File: src/rtl/timestamp_local_ser.sv
// timestamp_local_ser
// Per-channel local real-time clock (seconds + microseconds) and timestamp
// serializer. Each rising edge of the frame trigger snapshots the live time
// and sends it as an 8-byte message: a one-cycle strobe, then eight bytes.
//
// Ports:
//   mclk, rst_n       clock (posedge) and asynchronous active-low reset
//   en                serializer enable; low aborts the message, clears pending/overrun
//   set_stb           load set_sec/set_usec into the counters this cycle
//   set_sec, set_usec time value to load
//   trig              frame trigger level; a rising edge is a timestamp event
//   clr_overrun       clears the sticky overrun flag
//   sec, usec         live counters
//   ts_stb            one-cycle pulse, one clock before the first message byte
//   ts_data           message byte, 0 when not sending
//   busy              message in progress (STB or SHIFT)
//   overrun           sticky: a trigger event was dropped
//   dbg_state         current serializer state (0 IDLE, 1 STB, 2 SHIFT)
//
// Stream protocol: there is no back-pressure. ts_stb marks the start of a
// message; the eight bytes follow on the next eight consecutive cycles
// (sec LSB first, then usec LSB first, last byte 0). All outputs registered.
module timestamp_local_ser #(
   parameter int CLK_PER_USEC = 100,
   parameter int USEC_MAX     = 999999
) (
   input  logic        mclk,
   input  logic        rst_n,
   input  logic        en,
   input  logic        set_stb,
   input  logic [31:0] set_sec,
   input  logic [19:0] set_usec,
   input  logic        trig,
   input  logic        clr_overrun,
   output logic [31:0] sec,
   output logic [19:0] usec,
   output logic        ts_stb,
   output logic [7:0]  ts_data,
   output logic        busy,
   output logic        overrun,
   output logic [1:0]  dbg_state
);

   localparam int              PW         = $clog2(CLK_PER_USEC);
   localparam logic [PW-1:0]   PRESC_LAST = PW'(CLK_PER_USEC - 1);
   localparam logic [19:0]     USEC_LAST  = 20'(USEC_MAX);

   typedef enum logic [1:0] {
      S_IDLE  = 2'd0,
      S_STB   = 2'd1,
      S_SHIFT = 2'd2
   } state_t;

   // time counters
   logic [PW-1:0] r_presc;
   logic [31:0]   r_sec;
   logic [19:0]   r_usec;

   // serializer state
   state_t        r_state;
   logic [2:0]    r_idx;
   logic [31:0]   r_act_sec;
   logic [19:0]   r_act_usec;
   logic [31:0]   r_pnd_sec;
   logic [19:0]   r_pnd_usec;
   logic          r_pending;
   logic          r_overrun;
   logic          r_trig_d;
   logic          r_ts_stb;
   logic [7:0]    r_ts_data;
   logic          r_busy;

   // next-state values
   state_t        w_state_nxt;
   logic [2:0]    w_idx_nxt;
   logic [31:0]   w_act_sec_nxt;
   logic [19:0]   w_act_usec_nxt;
   logic [31:0]   w_pnd_sec_nxt;
   logic [19:0]   w_pnd_usec_nxt;
   logic          w_pending_nxt;
   logic          w_overrun_nxt;
   logic          w_drop;
   logic          w_ev;
   logic          w_ts_stb_nxt;
   logic [7:0]    w_ts_data_nxt;
   logic          w_busy_nxt;

   function automatic logic [7:0] f_msg_byte(input logic [31:0] s,
                                             input logic [19:0] u,
                                             input logic [2:0]  i);
      logic [7:0] b;
      case (i)
         3'd0:    b = s[7:0];
         3'd1:    b = s[15:8];
         3'd2:    b = s[23:16];
         3'd3:    b = s[31:24];
         3'd4:    b = u[7:0];
         3'd5:    b = u[15:8];
         3'd6:    b = {4'b0000, u[19:16]};
         default: b = 8'h00;
      endcase
      return b;
   endfunction

   assign w_ev = en & trig & ~r_trig_d;

   // ------------------------------------------------------------------
   // Real-time counters; a load overrides the increment of that cycle.
   // ------------------------------------------------------------------
   always_ff @(posedge mclk or negedge rst_n) begin
      if (!rst_n) begin
         r_presc <= '0;
         r_sec   <= '0;
         r_usec  <= '0;
      end else if (set_stb) begin
         r_presc <= '0;
         r_sec   <= set_sec;
         r_usec  <= set_usec;
      end else if (r_presc == PRESC_LAST) begin
         r_presc <= '0;
         if (r_usec == USEC_LAST) begin
            r_usec <= '0;
            r_sec  <= r_sec + 32'd1;
         end else begin
            r_usec <= r_usec + 20'd1;
         end
      end else begin
         r_presc <= r_presc + PW'(1);
      end
   end

   // ------------------------------------------------------------------
   // Serializer state register
   // ------------------------------------------------------------------
   always_ff @(posedge mclk or negedge rst_n) begin
      if (!rst_n) begin
         r_state    <= S_IDLE;
         r_idx      <= '0;
         r_act_sec  <= '0;
         r_act_usec <= '0;
         r_pnd_sec  <= '0;
         r_pnd_usec <= '0;
         r_pending  <= 1'b0;
         r_overrun  <= 1'b0;
         r_trig_d   <= 1'b0;
         r_ts_stb   <= 1'b0;
         r_ts_data  <= '0;
         r_busy     <= 1'b0;
      end else begin
         r_state    <= w_state_nxt;
         r_idx      <= w_idx_nxt;
         r_act_sec  <= w_act_sec_nxt;
         r_act_usec <= w_act_usec_nxt;
         r_pnd_sec  <= w_pnd_sec_nxt;
         r_pnd_usec <= w_pnd_usec_nxt;
         r_pending  <= w_pending_nxt;
         r_overrun  <= w_overrun_nxt;
         r_trig_d   <= trig;
         r_ts_stb   <= w_ts_stb_nxt;
         r_ts_data  <= w_ts_data_nxt;
         r_busy     <= w_busy_nxt;
      end
   end

   // ------------------------------------------------------------------
   // Serializer next-state and output logic
   // ------------------------------------------------------------------
   always_comb begin
      w_state_nxt    = r_state;
      w_idx_nxt      = r_idx;
      w_act_sec_nxt  = r_act_sec;
      w_act_usec_nxt = r_act_usec;
      w_pnd_sec_nxt  = r_pnd_sec;
      w_pnd_usec_nxt = r_pnd_usec;
      w_pending_nxt  = r_pending;
      w_overrun_nxt  = r_overrun;
      w_drop         = 1'b0;

      if (!en) begin
         w_state_nxt   = S_IDLE;
         w_idx_nxt     = '0;
         w_pending_nxt = 1'b0;
         w_overrun_nxt = 1'b0;
      end else begin
         case (r_state)
            S_IDLE: begin
               if (w_ev) begin
                  w_act_sec_nxt  = r_sec;
                  w_act_usec_nxt = r_usec;
                  w_state_nxt    = S_STB;
               end
            end
            S_STB: begin
               w_state_nxt = S_SHIFT;
               w_idx_nxt   = '0;
               if (w_ev) begin
                  if (!r_pending) begin
                     w_pnd_sec_nxt  = r_sec;
                     w_pnd_usec_nxt = r_usec;
                     w_pending_nxt  = 1'b1;
                  end else begin
                     w_drop = 1'b1;
                  end
               end
            end
            S_SHIFT: begin
               if (r_idx == 3'd7) begin
                  if (r_pending) begin
                     // pending slot still occupied this cycle, so a new
                     // event here has nowhere to go
                     w_act_sec_nxt  = r_pnd_sec;
                     w_act_usec_nxt = r_pnd_usec;
                     w_pending_nxt  = 1'b0;
                     w_state_nxt    = S_STB;
                     w_drop         = w_ev;
                  end else if (w_ev) begin
                     // event on the last byte: capture and serve it at once
                     // instead of parking it in the pending slot
                     w_act_sec_nxt  = r_sec;
                     w_act_usec_nxt = r_usec;
                     w_state_nxt    = S_STB;
                  end else begin
                     w_state_nxt = S_IDLE;
                  end
               end else begin
                  w_idx_nxt = r_idx + 3'd1;
                  if (w_ev) begin
                     if (!r_pending) begin
                        w_pnd_sec_nxt  = r_sec;
                        w_pnd_usec_nxt = r_usec;
                        w_pending_nxt  = 1'b1;
                     end else begin
                        w_drop = 1'b1;
                     end
                  end
               end
            end
            default: begin
               w_state_nxt = S_IDLE;
            end
         endcase

         // a drop in the same cycle as a clear leaves the flag set
         if (clr_overrun) w_overrun_nxt = 1'b0;
         if (w_drop)      w_overrun_nxt = 1'b1;
      end

      w_ts_stb_nxt  = (w_state_nxt == S_STB);
      w_busy_nxt    = (w_state_nxt != S_IDLE);
      w_ts_data_nxt = (w_state_nxt == S_SHIFT) ?
                      f_msg_byte(w_act_sec_nxt, w_act_usec_nxt, w_idx_nxt) : 8'h00;
   end

   assign sec       = r_sec;
   assign usec      = r_usec;
   assign ts_stb    = r_ts_stb;
   assign ts_data   = r_ts_data;
   assign busy      = r_busy;
   assign overrun   = r_overrun;
   assign dbg_state = r_state;

endmodule

File: config.mk
export PLATFORM = sky130hd
export DESIGN_NAME = timestamp_local_ser
export DESIGN_NICKNAME = d
export VERILOG_FILES = /design/src/rtl/timestamp_local_ser.sv
export SDC_FILE = /design/constraint.sdc
export NUM_CORES = 1
export LEC_CHECK = 0
export CORE_MARGIN = 4
export CORE_UTILIZATION = 45
export DETAILED_ROUTE_END_ITERATION = 8
export PLACE_DENSITY = 0.67
export RECOVER_POWER = 100
export SYNTH_ARGS = -nofsm -noshare
export SYNTH_HDL_FRONTEND = slang
export SYNTH_SLANG_ARGS = --single-unit
File: constraint.sdc
create_clock -name mclk -period 2.65 [get_ports mclk]
set_input_delay 0.53 -clock mclk [delete_from_list [all_inputs] [get_ports mclk]]
set_output_delay 0.53 -clock mclk [all_outputs]
set_load 0.005 [all_outputs]
==> impl_metrics.env <==
export IMPL_outcome="complete, no violations"
export IMPL_ys_types=78
export IMPL_place_area_um2=12200
export IMPL_ys_ff_latch=181
export IMPL_dp_worst_setup_slack_ns=-0.209
export IMPL_end_kind="flip-flop"
export IMPL_worst_pin_slew_ns=1.36
export IMPL_grt_use_met3_pct=4.48
export IMPL_port_buffers=122
export IMPL_postCtsSetupBuffers=0
export IMPL_core_um2=22000
export IMPL_start_util_pct=46.1
export IMPL_synthCells=1000
export IMPL_drt_total_wl_um=31300
export IMPL_fin_tns_setup_ns=0
export IMPL_cts_tree="done"
export IMPL_yosysWarnings=0
export IMPL_setup_viol_count_final=0
export IMPL_cts_buffers_inserted=17
export IMPL_path_class="input pin to flip-flop"
export IMPL_die_height_um=158
export IMPL_met1_usage_pct=38.2
export IMPL_synth_area_um2=10200
export IMPL_dr_pass1_iters=7
export IMPL_synth_edff_count=0
export IMPL_fin_nets=1224
export IMPL_vias=9047
export IMPL_wl_per_cell_um=21.6
export IMPL_drv_slew=0
export IMPL_clock_latency_ns=0.44
export IMPL_layout_common_cells="dfrtp_1 (180), nand2_1 (111), clkdlybuf4s50_1 (73), a21oi_1 (65), buf_4 (55)"
export IMPL_ir_drop_mv=0.375
export IMPL_leakagePower_nw=5.36
export IMPL_fin_ws_ns=0.0601
export IMPL_hold_class="input pin to async pin"
export IMPL_crit_fanout=19
export IMPL_ios=123
export IMPL_final_common_cell="dfrtp_1"
export IMPL_fill_cells=1971
export IMPL_stdcell_area_um2=12700
export IMPL_synth_fp_nets=1066
export IMPL_overflow=0
export IMPL_cts_sinks=181
export IMPL_gp_congestion=0.890
export IMPL_fin_skew_ns=0.0134
export IMPL_cp_arrival_ns=2.89
export IMPL_drc_errors=0
export IMPL_antenna_found_initial=0
export IMPL_slew_headroom_pct=9.37
export IMPL_fin_crit_sh_pct=97.7
export IMPL_startpoint_type="input pin"
export IMPL_antenna_cells=0
export IMPL_grt_max_degree=54
export IMPL_final_hold_viol_count=0
export IMPL_hpwl_um=22200
export IMPL_grt_pass1_vias=8749
export IMPL_clk_path_buf_depth=2
export IMPL_powerDensity_nw_per_um2=657
export IMPL_drive_gt1_share_pct=16.2
export IMPL_h_tree_depth=4
export IMPL_use_met2_pct=39.0
export IMPL_grt_pass1_wl_um=50000
export IMPL_track_usage_pct=25.6
export IMPL_rows=54
export IMPL_max_clock_freq_mhz=386
export IMPL_avgSynthCellArea_um2=10.2
export IMPL_multi_input_area_um2=5090
export IMPL_async_flop_share_pct=100
export IMPL_first_iter_violations=1027
export IMPL_ctsResizeCount=0
export IMPL_die_area_um2=25000
export IMPL_clkTransAtPathRegs_ns=0.07
export IMPL_seqCellArea_um2=4530
export IMPL_p_total_mw=8.33
export IMPL_cts_root_buf="clkbuf_16"
export IMPL_cts_hold_buf=0
export IMPL_critical_path_required_ns=2.95
export IMPL_die_w_um=158
export IMPL_min_period_ns=2.59
export IMPL_rsz0062_at_grt="no"
export IMPL_synthToLayoutAreaGrowth_pct=24.9
export IMPL_via_per_inst=6.24
export IMPL_grt_busiest_layer="met2"
export IMPL_antenna_left=0
export IMPL_seq_area_frac_synth_pct=44.6
export IMPL_drv_cap=0
export IMPL_ys_flop_type="dfrtp_1"
export IMPL_post_route_util_pct=57.6
synth_stat cells, drive strengths merged, types with 4 or more instances:
master	number	share of area (%)
o221ai	40	3.4
mux2i	9	0.92
a21oi	65	3.2
o31ai	4	0.30
nor4b	4	0.76
nand4	17	1.3
mux2	57	6.3
and2	9	0.55
a222oi	4	0.39
a22oi	20	1.5
ha	8	0.99
xnor2	14	1.2
nor2b	5	0.31
nor3	13	0.74
a31oi	12	0.89
a221oi	6	0.52
nand3	28	1.6
xor2	37	3.2
inv	22	0.81
and3	14	0.86
nor4	4	0.60
buf	51	3.3
and3b	4	0.34
clkbuf	37	1.4
a211oi	9	0.71
nor2	26	0.96
a22o	11	0.95
a221o	35	3.4
o21ai	59	2.9
nand4b	4	0.34
o211ai	11	0.81
nand2	111	4.1
dfrtp	181	45
and4b	8	0.79
or3	14	0.86
and4	9	0.78
cell type report:
class	count	share of cell area [%]
multi-input combinational	709	40.1
sequential	181	35.7
timing repair buffer	227	15.7
clock buffer	18	3.38
tap	280	2.76
clock inverter	14	1.67
inverter	22	0.651
worst max-delay path, stage by stage:
cell and delay (ns):
dlygate4sd3_1 0.68, and4b_1 0.38, a31oi_4 0.12, buf_12 0.21, a221o_1 0.34, a222oi_1 0.48, a31oi_1 0.14
logic make-up (layout without fill, tap and decap cells):
logic type      Yosys count  in the layout  share of synthesized area [%]
compound gates          300            300                           21.3
simple gates            284            284                           16.1
flops                   181            181                           44.6
fa+ha+maj                 8              8                          0.985
mux                      66             66                           7.24
xor+xnor                 51             51                           4.40
buf+inv                 110            281                           5.48
per-layer routing:
layer	wire, um	up-vias
met3	2110	40
met5	0	-
met4	520	0
met1	14200	4550
met2	14500	367
li1	-	4090
final timing paths:
kind / start / slack, ns / endpoint / depth (start not counted)
worst max-delay path: trig / 0.06 / ts_data[3]$_DFF_PN0_ / 7
worst min-delay path: rst_n / 0.38 / r_pnd_usec[12]$_DFFE_PN0P_ / 1
worst max register to register: dbg_state[1]$_DFF_PN0_ / 0.10 / ts_data[3]$_DFF_PN0_ / 8
worst min register to register: r_pnd_usec[8]$_DFFE_PN0P_ / 0.49 / r_pnd_usec[8]$_DFFE_PN0P_ / 1
max in group asynchronous: rst_n / 0.49 / r_act_sec[23]$_DFF_PN0_ / 2
min in group mclk: set_stb / 0.39 / sec[5]$_DFFE_PN0P_ / 2
state kept, by name, summed over array words and instances (netlist names):
register    cells
r_pnd_sec      32
overrun         1
r_trig_d        1
r_pnd_usec     20
dbg_state       2
usec           20
sec            32
r_idx           3
ts_stb          1
r_act_sec      32
r_pending       1
r_presc         7
r_act_usec     20
busy            1
ts_data         8
metrics by stage:
stage,hold slack [ns],std cells
finish,0.378,1451
global route,0.390,1451
CTS,0.0637,1451
detailed placement,0.471,1419
global placement,0.469,1419
floorplan,0.234,1000
power by group:
group          switching [mW]  leakage [nW]  internal (mW)  total, mW
Combinational           0.822          2.76          0.884       1.71
Sequential              0.487          2.29           3.36       3.84
Clock                    1.17         0.311           1.61       2.79
(Power assumes the default switching activity.)
